### config.mk
export PLATFORM = sky130hd
export DESIGN_NAME = ex_stage_flat
export DESIGN_NICKNAME = d
export VERILOG_FILES = /design/src/rtl/cpu_pkg.sv /design/src/rtl/ex_stage_if.sv /design/src/rtl/ex_stage_md_unit.sv /design/src/rtl/ex_stage.sv /design/src/flat_wrapper.sv
export SDC_FILE = /design/constraint.sdc
export NUM_CORES = 1
export LEC_CHECK = 0
export CAP_MARGIN = 30
export CELL_PAD_IN_SITES_DETAIL_PLACEMENT = 1
export CELL_PAD_IN_SITES_GLOBAL_PLACEMENT = 1
export CORE_UTILIZATION = 42
export CTS_CLUSTER_DIAMETER = 40
export DETAILED_ROUTE_END_ITERATION = 8
export PLACE_DENSITY = 0.89
export SYNTH_ARGS = -nofsm -noshare
export SYNTH_HDL_FRONTEND = slang
export SYNTH_SLANG_ARGS = --single-unit
### constraint.sdc
create_clock -name Clk -period 9.3 [get_ports Clk]
set_input_delay 1.86 -clock Clk [delete_from_list [all_inputs] [get_ports Clk]]
set_output_delay 1.86 -clock Clk [all_outputs]
set_load 0.05 [all_outputs]
### src/rtl/cpu_pkg.sv
// Shared constants and types for the execute stage.
// Holds datapath widths, opcodes, ALU function codes and the multiply/divide
// FSM state enum. The optional Hi register is enabled with macro HILO_EN.
package cpu_pkg;

  localparam int unsigned WIDTH    = 32;
  localparam int unsigned MD_ITERS = 32;
  localparam int unsigned CNT_W    = $clog2(MD_ITERS);
  localparam int unsigned OP_W     = 6;
  localparam int unsigned ALUC_W   = 2;
  localparam int unsigned RD_W     = 5;

  localparam logic [OP_W-1:0] OP_MUL  = 6'b011100;
  localparam logic [OP_W-1:0] OP_DIV  = 6'b011010;
  localparam logic [OP_W-1:0] OP_MFHI = 6'b010000;

  localparam logic [ALUC_W-1:0] ALUC_ADD = 2'b00;
  localparam logic [ALUC_W-1:0] ALUC_SUB = 2'b01;
  localparam logic [ALUC_W-1:0] ALUC_AND = 2'b10;
  localparam logic [ALUC_W-1:0] ALUC_OR  = 2'b11;

  typedef enum logic [1:0] {
    IDLE = 2'd0,
    RUN  = 2'd1,
    DONE = 2'd2
  } md_state_t;

endpackage

### src/rtl/ex_stage_if.sv
// ID/EX -> EX -> EX/MEM signal bundle.
// master: the pipeline side that drives ID/EX fields and consumes results.
// slave : the execute stage.
interface ex_stage_if;
  import cpu_pkg::*;

  logic [OP_W-1:0]   eOp;
  logic [ALUC_W-1:0] eAluc;
  logic              eAluqb;
  logic [WIDTH-1:0]  eR1;
  logic [WIDTH-1:0]  eR2;
  logic [WIDTH-1:0]  eI;
  logic [RD_W-1:0]   eRd;
  logic              eWreg;
  logic              eWmem;
  logic              eReg2reg;

  logic [WIDTH-1:0]  Ex_res;
  logic              Zero;
  logic              Stall;
  logic              xWreg;
  logic              xWmem;
  logic              xReg2reg;
  logic [RD_W-1:0]   xRd;
  logic [WIDTH-1:0]  xR2;

  modport master (
    output eOp, eAluc, eAluqb, eR1, eR2, eI, eRd, eWreg, eWmem, eReg2reg,
    input  Ex_res, Zero, Stall, xWreg, xWmem, xReg2reg, xRd, xR2
  );

  modport slave (
    input  eOp, eAluc, eAluqb, eR1, eR2, eI, eRd, eWreg, eWmem, eReg2reg,
    output Ex_res, Zero, Stall, xWreg, xWmem, xReg2reg, xRd, xR2
  );

endinterface

### src/rtl/ex_stage_md_unit.sv
// Iterative unsigned multiply/divide unit (one bit per cycle).
// Ports: clk, rstN (sync active-low), start (MUL/DIV present in ID/EX),
//   isDiv, a/b operands; busy (combinational stall), done (result valid
//   this cycle), resLo (product low / quotient), resHi (product high /
//   remainder, only when HILO_EN is defined).
// hi/lo form one 64-bit shift pair shared by both operations.
module md_unit
  import cpu_pkg::*;
(
  input  logic             clk,
  input  logic             rstN,
  input  logic             start,
  input  logic             isDiv,
  input  logic [WIDTH-1:0] a,
  input  logic [WIDTH-1:0] b,
`ifdef HILO_EN
  output logic [WIDTH-1:0] resHi,
`endif
  output logic             busy,
  output logic             done,
  output logic [WIDTH-1:0] resLo
);

  localparam logic [1:0] S_IDLE = 2'(IDLE);
  localparam logic [1:0] S_RUN  = 2'(RUN);
  localparam logic [1:0] S_DONE = 2'(DONE);

  logic [1:0]       state, stateNext;
  logic [CNT_W-1:0] cnt, cntNext;
  logic [WIDTH-1:0] hi, hiNext;
  logic [WIDTH-1:0] lo, loNext;
  logic [WIDTH-1:0] opB, opBNext;
  logic             opDiv, opDivNext;

  // Shift-add step: add multiplicand when the multiplier LSB is set, shift right.
  logic [WIDTH:0] mulSum;
  assign mulSum = {1'b0, hi} + (lo[0] ? {1'b0, opB} : '0);

  // Restoring-divide step: shift left, keep the difference when it is non-negative.
  logic [WIDTH:0] divShift, divDiff;
  assign divShift = {hi, lo[WIDTH-1]};
  assign divDiff  = divShift - {1'b0, opB};

  // State and datapath registers.
  always_ff @(posedge clk) begin
    if (!rstN) begin
      state <= S_IDLE;
      cnt   <= '0;
      hi    <= '0;
      lo    <= '0;
      opB   <= '0;
      opDiv <= 1'b0;
    end else begin
      state <= stateNext;
      cnt   <= cntNext;
      hi    <= hiNext;
      lo    <= loNext;
      opB   <= opBNext;
      opDiv <= opDivNext;
    end
  end

  // Next-state, datapath step and handshake outputs.
  always_comb begin
    stateNext = state;
    cntNext   = cnt;
    hiNext    = hi;
    loNext    = lo;
    opBNext   = opB;
    opDivNext = opDiv;
    busy      = 1'b0;
    done      = 1'b0;
    case (state)
      S_IDLE: begin
        if (start) begin
          busy      = 1'b1;
          opBNext   = b;
          opDivNext = isDiv;
          hiNext    = '0;
          loNext    = a;
          cntNext   = CNT_W'(MD_ITERS - 1);
          stateNext = S_RUN;
          // Divide by zero: quotient all ones, remainder = dividend, no iterations.
          if (isDiv && (b == '0)) begin
            hiNext    = a;
            loNext    = '1;
            cntNext   = '0;
            stateNext = S_DONE;
          end
        end
      end
      S_RUN: begin
        busy = 1'b1;
        if (opDiv) begin
          if (!divDiff[WIDTH]) begin
            hiNext = divDiff[WIDTH-1:0];
            loNext = {lo[WIDTH-2:0], 1'b1};
          end else begin
            hiNext = divShift[WIDTH-1:0];
            loNext = {lo[WIDTH-2:0], 1'b0};
          end
        end else begin
          hiNext = mulSum[WIDTH:1];
          loNext = {mulSum[0], lo[WIDTH-1:1]};
        end
        cntNext = cnt - CNT_W'(1);
        if (cnt == '0) begin
          cntNext   = '0;
          stateNext = S_DONE;
        end
      end
      S_DONE: begin
        done      = 1'b1;
        stateNext = S_IDLE;
      end
      default: stateNext = S_IDLE;
    endcase
  end

  assign resLo = lo;
`ifdef HILO_EN
  assign resHi = hi;
`endif

endmodule

### src/rtl/ex_stage.sv
// Execute stage: single-cycle ALU, iterative MUL/DIV, bubble gating to EX/MEM.
// Ports: Clk, Clrn (sync active-low reset), bus (ex_stage_if.slave) carrying
//   the ID/EX fields in and Ex_res/Zero/Stall plus EX/MEM control out.
// Optional macro HILO_EN adds a Hi register readable via OP_MFHI.
module ex_stage
  import cpu_pkg::*;
(
  input  logic      Clk,
  input  logic      Clrn,
  ex_stage_if.slave bus
);

  logic [WIDTH-1:0] opB;
  logic [WIDTH-1:0] aluRes;
  logic [WIDTH-1:0] mdLo;
  logic [WIDTH-1:0] mfhiVal;
  logic [WIDTH-1:0] exRes;
  logic             isMd;
  logic             mdBusy;
  logic             mdDone;

  assign opB  = bus.eAluqb ? bus.eI : bus.eR2;
  assign isMd = (bus.eOp == OP_MUL) || (bus.eOp == OP_DIV);

  // ALU, modulo 2^WIDTH.
  always_comb begin
    aluRes = '0;
    case (bus.eAluc)
      ALUC_ADD: aluRes = bus.eR1 + opB;
      ALUC_SUB: aluRes = bus.eR1 - opB;
      ALUC_AND: aluRes = bus.eR1 & opB;
      ALUC_OR:  aluRes = bus.eR1 | opB;
      default:  aluRes = '0;
    endcase
  end

`ifdef HILO_EN
  logic [WIDTH-1:0] mdHi;
  logic [WIDTH-1:0] hiReg;
`endif

  md_unit uMd (
    .clk   (Clk),
    .rstN  (Clrn),
    .start (isMd),
    .isDiv (bus.eOp == OP_DIV),
    .a     (bus.eR1),
    .b     (opB),
`ifdef HILO_EN
    .resHi (mdHi),
`endif
    .busy  (mdBusy),
    .done  (mdDone),
    .resLo (mdLo)
  );

`ifdef HILO_EN
  // Hi only changes when a MUL/DIV completes.
  always_ff @(posedge Clk) begin
    if (!Clrn) begin
      hiReg <= '0;
    end else if (mdDone) begin
      hiReg <= mdHi;
    end
  end
  assign mfhiVal = hiReg;
`else
  assign mfhiVal = '0;
`endif

  // eOp is still MUL/DIV in the DONE cycle, so the completion result takes priority.
  assign exRes = mdDone                ? mdLo    :
                 (bus.eOp == OP_MFHI)  ? mfhiVal : aluRes;

  assign bus.Ex_res   = exRes;
  assign bus.Zero     = (exRes == '0);
  assign bus.Stall    = mdBusy;
  assign bus.xWreg    = bus.eWreg & ~mdBusy;
  assign bus.xWmem    = bus.eWmem & ~mdBusy;
  assign bus.xReg2reg = bus.eReg2reg;
  assign bus.xRd      = bus.eRd;
  assign bus.xR2      = bus.eR2;

endmodule

### src/flat_wrapper.sv
// flat-port wrapper written by rule: the top's interface ports become plain ports
module ex_stage_flat import cpu_pkg::*;
  (Clk, Clrn, bus_eOp, bus_eAluc, bus_eAluqb, bus_eR1, bus_eR2, bus_eI, bus_eRd, bus_eWreg, bus_eWmem, bus_eReg2reg, bus_Ex_res, bus_Zero, bus_Stall, bus_xWreg, bus_xWmem, bus_xReg2reg, bus_xRd, bus_xR2);
  ex_stage_if bus_i ();
  input  logic Clk;
  input  logic Clrn;
  input wire logic [$bits(bus_i.eOp)-1:0] bus_eOp;
  input wire logic [$bits(bus_i.eAluc)-1:0] bus_eAluc;
  input wire logic [$bits(bus_i.eAluqb)-1:0] bus_eAluqb;
  input wire logic [$bits(bus_i.eR1)-1:0] bus_eR1;
  input wire logic [$bits(bus_i.eR2)-1:0] bus_eR2;
  input wire logic [$bits(bus_i.eI)-1:0] bus_eI;
  input wire logic [$bits(bus_i.eRd)-1:0] bus_eRd;
  input wire logic [$bits(bus_i.eWreg)-1:0] bus_eWreg;
  input wire logic [$bits(bus_i.eWmem)-1:0] bus_eWmem;
  input wire logic [$bits(bus_i.eReg2reg)-1:0] bus_eReg2reg;
  output wire logic [$bits(bus_i.Ex_res)-1:0] bus_Ex_res;
  output wire logic [$bits(bus_i.Zero)-1:0] bus_Zero;
  output wire logic [$bits(bus_i.Stall)-1:0] bus_Stall;
  output wire logic [$bits(bus_i.xWreg)-1:0] bus_xWreg;
  output wire logic [$bits(bus_i.xWmem)-1:0] bus_xWmem;
  output wire logic [$bits(bus_i.xReg2reg)-1:0] bus_xReg2reg;
  output wire logic [$bits(bus_i.xRd)-1:0] bus_xRd;
  output wire logic [$bits(bus_i.xR2)-1:0] bus_xR2;
  assign bus_i.eOp = bus_eOp;
  assign bus_i.eAluc = bus_eAluc;
  assign bus_i.eAluqb = bus_eAluqb;
  assign bus_i.eR1 = bus_eR1;
  assign bus_i.eR2 = bus_eR2;
  assign bus_i.eI = bus_eI;
  assign bus_i.eRd = bus_eRd;
  assign bus_i.eWreg = bus_eWreg;
  assign bus_i.eWmem = bus_eWmem;
  assign bus_i.eReg2reg = bus_eReg2reg;
  assign bus_Ex_res = bus_i.Ex_res;
  assign bus_Zero = bus_i.Zero;
  assign bus_Stall = bus_i.Stall;
  assign bus_xWreg = bus_i.xWreg;
  assign bus_xWmem = bus_i.xWmem;
  assign bus_xReg2reg = bus_i.xReg2reg;
  assign bus_xRd = bus_i.xRd;
  assign bus_xR2 = bus_i.xR2;
  ex_stage u_core (.Clk(Clk), .Clrn(Clrn), .bus(bus_i));
endmodule
== Word level (Yosys, flattened, before mapping) ==
Index checks and enable logic that the tools add are counted.

* Register bits: 104
* Bits in latches: 0
* Memory bits (writable): 0
* Bits in read-only memories: 0
* Word-level logic and storage cells: 63
* Memories: 0

* $add $sub $neg: 5
* Multipliers: 0
* Div/mod/pow operators: 0
* Order comparisons: 0
* Equal/unequal tests: 10
* Shift-type cells: 0
* Muxes and demuxes: 26
* Bitwise logic cells: 5
* Reductions and logical operators: 11

{| class="wikitable"
|+ Operators by type and width
! cell !! count
|-
| two-way mux 32 bit || 11
|-
| case mux 32 bit (2 select lines) || 2
|-
| case mux 32 bit (4 select lines) || 1
|-
| zero test 32 bit || 2
|-
| adder 32 x 33 -> 33 bit || 1
|-
| subtractor 33 x 32 -> 33 bit || 1
|-
| adder 32 bit || 1
|-
| bitwise AND 32 bit || 1
|-
| bitwise OR 32 bit || 1
|-
| subtractor 32 bit || 1
|-
| equality test 6 x 5 -> 1 bit (second input constant) || 3
|-
| two-way mux 5 bit || 3
|-
| case mux 5 bit (2 select lines) || 1
|-
| equality test 2 bit (second input constant) || 3
|-
| two-way mux 2 bit || 3
|-
| AND reduction 2 bit || 3
|-
| zero test 5 bit || 1
|-
| subtractor 5 x 1 -> 5 bit (second input constant) || 1
|-
| equality test 2 x 1 -> 1 bit (second input constant) || 2
|-
| zero test 2 bit || 2
|-
| case mux 2 bit (2 select lines) || 1
|-
| two-way mux 1 bit || 3
|-
| bitwise AND 1 bit || 2
|-
| != test 2 x 1 -> 1 bit (second input constant) || 1
|-
| other kinds (6) || 6
|}

== Depth between registers and ports, before layout ==
* Depth in word-level cells: 6
* Depth in mapped cells: 26
* Gate-level depth less buffers: 20

== Cells and area by module ==
A second synthesis with hierarchy kept.

* Cell total of the unflattened synthesis: 1858
* Area total of the unflattened synthesis: 13751.9 um2

{| class="wikitable"
|+ By module, submodules not included
! module !! instances !! cells each !! area an instance (um2) !! sequential area each (um2)
|-
| md_unit || 1 || 1190 || 9110.0 || 2082.0
|-
| ex_stage || 1 || 668 || 4642.0 || 0.0
|}

== Worst setup path before layout ==
OpenSTA, ideal clock, no wires.

* Path kind: input-to-output
* Start: input port bus_eAluqb
* End: output port bus_Zero
* Arrival: 7706 ps
* Slack: -266 ps
* Cell stages on the path: 26
* Path through: buf_6 > buf_6 > buf_6 > buf_2 > buf_1 > mux2i_1 > ha_1 > o211ai_1 > nor3_1 > nand3_1 > nor2_1 > a21oi_1 > xnor2_1 > ha_1 > clkbuf_1 > nand2_1 > and3_1 > a221oi_1 > nand2_1 > a211oi_1 > nor3_1 > o31ai_1 > nor2_1 > o2111a_1 > nand4b_1 > nor3_2

* Cells in the longest elaborated chain, start to end: 6
* Elaborated cells on any way between the ends: 9

{| class="wikitable"
|+ Ends and longest elaborated chain
! item !! line !! text
|-
| start: declaration || flat_wrapper.sv:9 || <nowiki>input wire logic [$bits(bus_i.eAluqb)-1:0] bus_eAluqb;</nowiki>
|-
| two-way mux 32 bit * || ex_stage.sv:22 || <nowiki>assign opB = bus.eAluqb ? bus.eI : bus.eR2;</nowiki>
|-
| subtractor 32 bit (tied with other cells) || ex_stage.sv:30 || <nowiki>ALUC_SUB: aluRes = bus.eR1 - opB;</nowiki>
|-
| case mux 32 bit (4 select lines) * || ex_stage.sv:28 || <nowiki>case (bus.eAluc)</nowiki>
|-
| two-way mux 32 bit * || ex_stage.sv:73 || <nowiki>(bus.eOp == OP_MFHI) ? mfhiVal : aluRes;</nowiki>
|-
| two-way mux 32 bit * || ex_stage.sv:72 || <nowiki>assign exRes = mdDone ? mdLo :</nowiki>
|-
| named net bus_Ex_res[29] || flat_wrapper.sv:17 || <nowiki>output wire logic [$bits(bus_i.Ex_res)-1:0] bus_Ex_res;</nowiki>
|-
| zero test 32 bit * || ex_stage.sv:76 || <nowiki>assign bus.Zero = (exRes == '0);</nowiki>
|-
| end: declaration || flat_wrapper.sv:18 || <nowiki>output wire logic [$bits(bus_i.Zero)-1:0] bus_Zero;</nowiki>
|}

Mark *: on every way through the listed nets, which the timed path passes. The rest lies on a longest branch.

== Worst setup path in the final report ==
* Start: input port bus_eI[0]
* End: output port bus_Zero

* Cells in the longest elaborated chain, start to end: 6
* Elaborated cells on any way between the ends: 9

{| class="wikitable"
|+ Ends and longest elaborated chain
! item !! line !! text
|-
| start: declaration || flat_wrapper.sv:12 || <nowiki>input wire logic [$bits(bus_i.eI)-1:0] bus_eI;</nowiki>
|-
| two-way mux 32 bit * || ex_stage.sv:22 ||
|-
| subtractor 32 bit (tied with other cells) || ex_stage.sv:30 ||
|-
| case mux 32 bit (4 select lines) * || ex_stage.sv:28 ||
|-
| two-way mux 32 bit * || ex_stage.sv:73 ||
|-
| two-way mux 32 bit * || ex_stage.sv:72 ||
|-
| zero test 32 bit * || ex_stage.sv:76 ||
|}

Mark *: on every way between the ends. The rest lies on a longest branch, timed or not.

==> impl_metrics.json <==
{
  "clk_latency_ns": 0.37,
  "vdd_drop_max_mv": 0.128,
  "syn_area_per_cell_um2": 7.65,
  "critPathKind": "in -> out",
  "fin_nets": 2050,
  "synth_seq_area_share_pct": 15.6,
  "finalNonFillerCells": 2235,
  "die_h_um": 180,
  "overflow": 0,
  "io_pins": 189,
  "numCtsBuffers": 9,
  "post-dp-hpwl_um": 39700,
  "synth_cells": 1742,
  "crit_fanout": 6,
  "power_leakage_uw": 0.00637,
  "clk_pin_slew_ns": 0.07,
  "finalPower_uw": 1960,
  "post_drt_via_cell_ratio": 6.44,
  "synth_cell_type_count": 102,
  "core_area_um2": 30900,
  "r2r_cells": 15,
  "startpoint_type": "input pin",
  "drc": 0,
  "synth_edf_count": 0,
  "multi_input_area_um2": 10300,
  "timing.setup.tns_ns": 0,
  "cts_max_level": 3,
  "arrival_ns": 7.02,
  "min_path_cells": 2,
  "antenna_found_initial": 3,
  "die_area_um2": 32400,
  "outcome": "complete, no violations",
  "finClkSkew_ns": 0.0111,
  "dr.pass1.iters": 6,
  "grt_pass1_vias": 14900,
  "min_period_ns": 8.88,
  "antenna_left": 0,
  "grt_pass1_wl_um": 82300,
  "min_period_over_period_pct": 95.5,
  "synth_nets": 1959,
  "worst_slew_pin_slew_ns": 1.09,
  "clock.fmax_mhz": 113,
  "p_per_area_nw_per_um2": 126,
  "die_x_um": 180,
  "tritoncts": "yes",
  "regArea_um2": 2080,
  "drive_above_1_share_pct": 12.2,
  "synth_area_um2": 13300,
  "place.gp.congestion": 0.940,
  "hp-class": "reg -> reg",
  "start_util_pct": 43.1,
  "fp-row-count": 64,
  "cts_sinks": 104,
  "vias": 14400,
  "hold_violations": 0,
  "drv_slew": 0,
  "crit_required_ns": 7.44,
  "rsz0062_at_grt": "false",
  "port_buffers": 176,
  "grt_usage_pct": 31.6,
  "slew_headroom_pct": 26.7,
  "critPathCaptureType": "primary output",
  "root_buffer": "clkbuf_16",
  "cts_buffer_depth": 2,
  "grt_max_degree": 73,
  "place_inst": 2216,
  "nFillCells": 3814,
  "routedWlPerCell_um": 23.3,
  "setup_viol": 0,
  "synthFlopType": "dfxtp_1",
  "drt_first_iter_violations": 945,
  "drt-total-wl_um": 52200,
  "ys_async_sr_fraction_pct": 0,
  "drv_cap": 0,
  "ys_ff_latch": 104,
  "synthToLayoutAreaGrowth_pct": 16.7,
  "synth_warnings": 0
}
==> cell families (layout without fill, tap and decap cells) <==
group | after synthesis | in the layout | synth area share [%]
compound gates | 587 | 587 | 32.2
simple gates | 547 | 547 | 20.0
buf+inv | 198 | 294 | 7.61
fa+ha+maj | 115 | 115 | 10.7
xor+xnor | 105 | 105 | 6.90
flops | 104 | 104 | 15.6
mux | 86 | 86 | 7.01
other cells | 0 | 1 | 0
==> Yosys cell counts, drive strengths merged, types with 22 or more instances <==
| master | n | area share (%) |
|---|---|---|
| xor2 | 44 | 2.9 |
| buf | 77 | 4.2 |
| clkbuf | 57 | 1.6 |
| mux2i | 30 | 2.3 |
| inv | 63 | 1.8 |
| o21ai | 116 | 4.4 |
| ha | 99 | 9.3 |
| o211a | 22 | 1.7 |
| a22oi | 26 | 1.5 |
| nand3 | 39 | 1.5 |
| dfxtp | 104 | 16 |
| nor3 | 29 | 1.2 |
| o221ai | 33 | 3.5 |
| and2 | 41 | 1.9 |
| a21boi | 38 | 2.8 |
| nand2 | 187 | 5.3 |
| a21o | 35 | 2.0 |
| o21a | 25 | 1.4 |
| a21oi | 148 | 5.6 |
| xnor2 | 61 | 4.0 |
| mux2 | 56 | 4.7 |
| nor2 | 126 | 3.6 |
==> routing by layer <==
metal  vias to the layer above  global-route usage [%]  routed length (um)
li1                       6549                       -                   -
met1                      7051                    37.4               21300
met2                       608                    54.8               24700
met3                       195                    4.65                3340
met4                         0                    17.3                2890
met5                         -                       0                   0
==> stage by stage <==
stage | setup WS (ns) | utilization (%) | cell area [um^2] | hold slack (ns)
2_1_floorplan | 0.00243 | - | 13300 | 0.451
3_3_place_gp | 0.294 | 49.1 | 15200 | 0.482
3_5_place_dp | 0.00267 | 49.2 | 15200 | 0.491
4_1_cts | 0.131 | 50.2 | 15500 | 0.502
5_1_grt | 0.0110 | 50.3 | 15500 | 0.519
6_report | 0.420 | 50.3 | 15600 | 0.505
==> placed cells by master (no fill, tap or decap), drive strengths merged, types with 19 or more instances in the layout <==
cell / n
xor2: 44
nand3: 39
a21oi: 148
buf: 53
mux2i: 30
o21a: 25
and2: 41
nand2: 187
a21o: 35
nor3: 29
mux2: 56
a31oi: 19
ha: 99
dfxtp: 104
nand2b: 20
a21boi: 38
xnor2: 61
o21ai: 116
nor2: 126
a211oi: 21
clkdlybuf4s50: 162
o211a: 22
a22oi: 26
inv: 65
o221ai: 33
and3: 20
==> sequential cells by signal, summed over array words and instances, names as in the netlist <==
name,count
u_core.uMd.cnt,5
u_core.uMd.resLo,32
u_core.uMd.opDiv,1
u_core.uMd.hi,32
u_core.uMd.state,2
u_core.uMd.opB,32
==> worst max-delay path: stages <==
cell and delay, ns:
clkdlybuf4s50_1 0.45, mux2i_1 0.22, ha_1 0.24, o211ai_1 0.18
nor3_2 0.35, nand3_2 0.19, nor2_1 0.21, nor2_1 0.08
xnor2_1 0.13, ha_1 0.39, nand4_1 0.17, and4_1 0.25
a221oi_2 0.37, nand2_1 0.15, o311ai_2 0.35, a21oi_1 0.13
xnor2_1 0.14, a222oi_1 0.36, o2111a_1 0.26, nand4b_1 0.14
nor3_4 0.24, buf_12 0.16
==> worst paths after layout <==
| kind | slack [ns] | start | end |
|---|---|---|---|
| max reg2reg | 4.83 | u_core.uMd.resLo[0] | u_core.uMd.hi[30] |
| max | 0.42 | bus_eI[0] | bus_Zero |
| min reg2reg | 0.50 | u_core.uMd.resLo[26] | u_core.uMd.resLo[26] |
| min | 0.50 | u_core.uMd.resLo[26] | u_core.uMd.resLo[26] |
==> timing repair <==
action	in CTS	in global routing
setup buffers	0	2
gates resized for setup	1	7
pin swaps	0	2
endpoints found under the hold margin	0	0
hold buffers	0	0
endpoints found under the setup margin	1	1
==> report_power, final <==
part	internal, uW	total [uW]	switching [uW]
Clock	212	421	209
Sequential	456	471	14.3
Combinational	425	1070	643
==> final cells by class <==
| type | instances | area share, % |
|---|---|---|
| inverters | 63 | 1.52 |
| repair buffers | 215 | 13.5 |
| multi-input cells | 1440 | 66.4 |
| diodes | 1 | 0.0161 |
| well taps | 396 | 3.19 |
| clock inverters | 7 | 0.507 |
| clock buffers | 9 | 1.45 |
| flip-flops and latches | 104 | 13.4 |
Power figures use the tool's default switching activity.
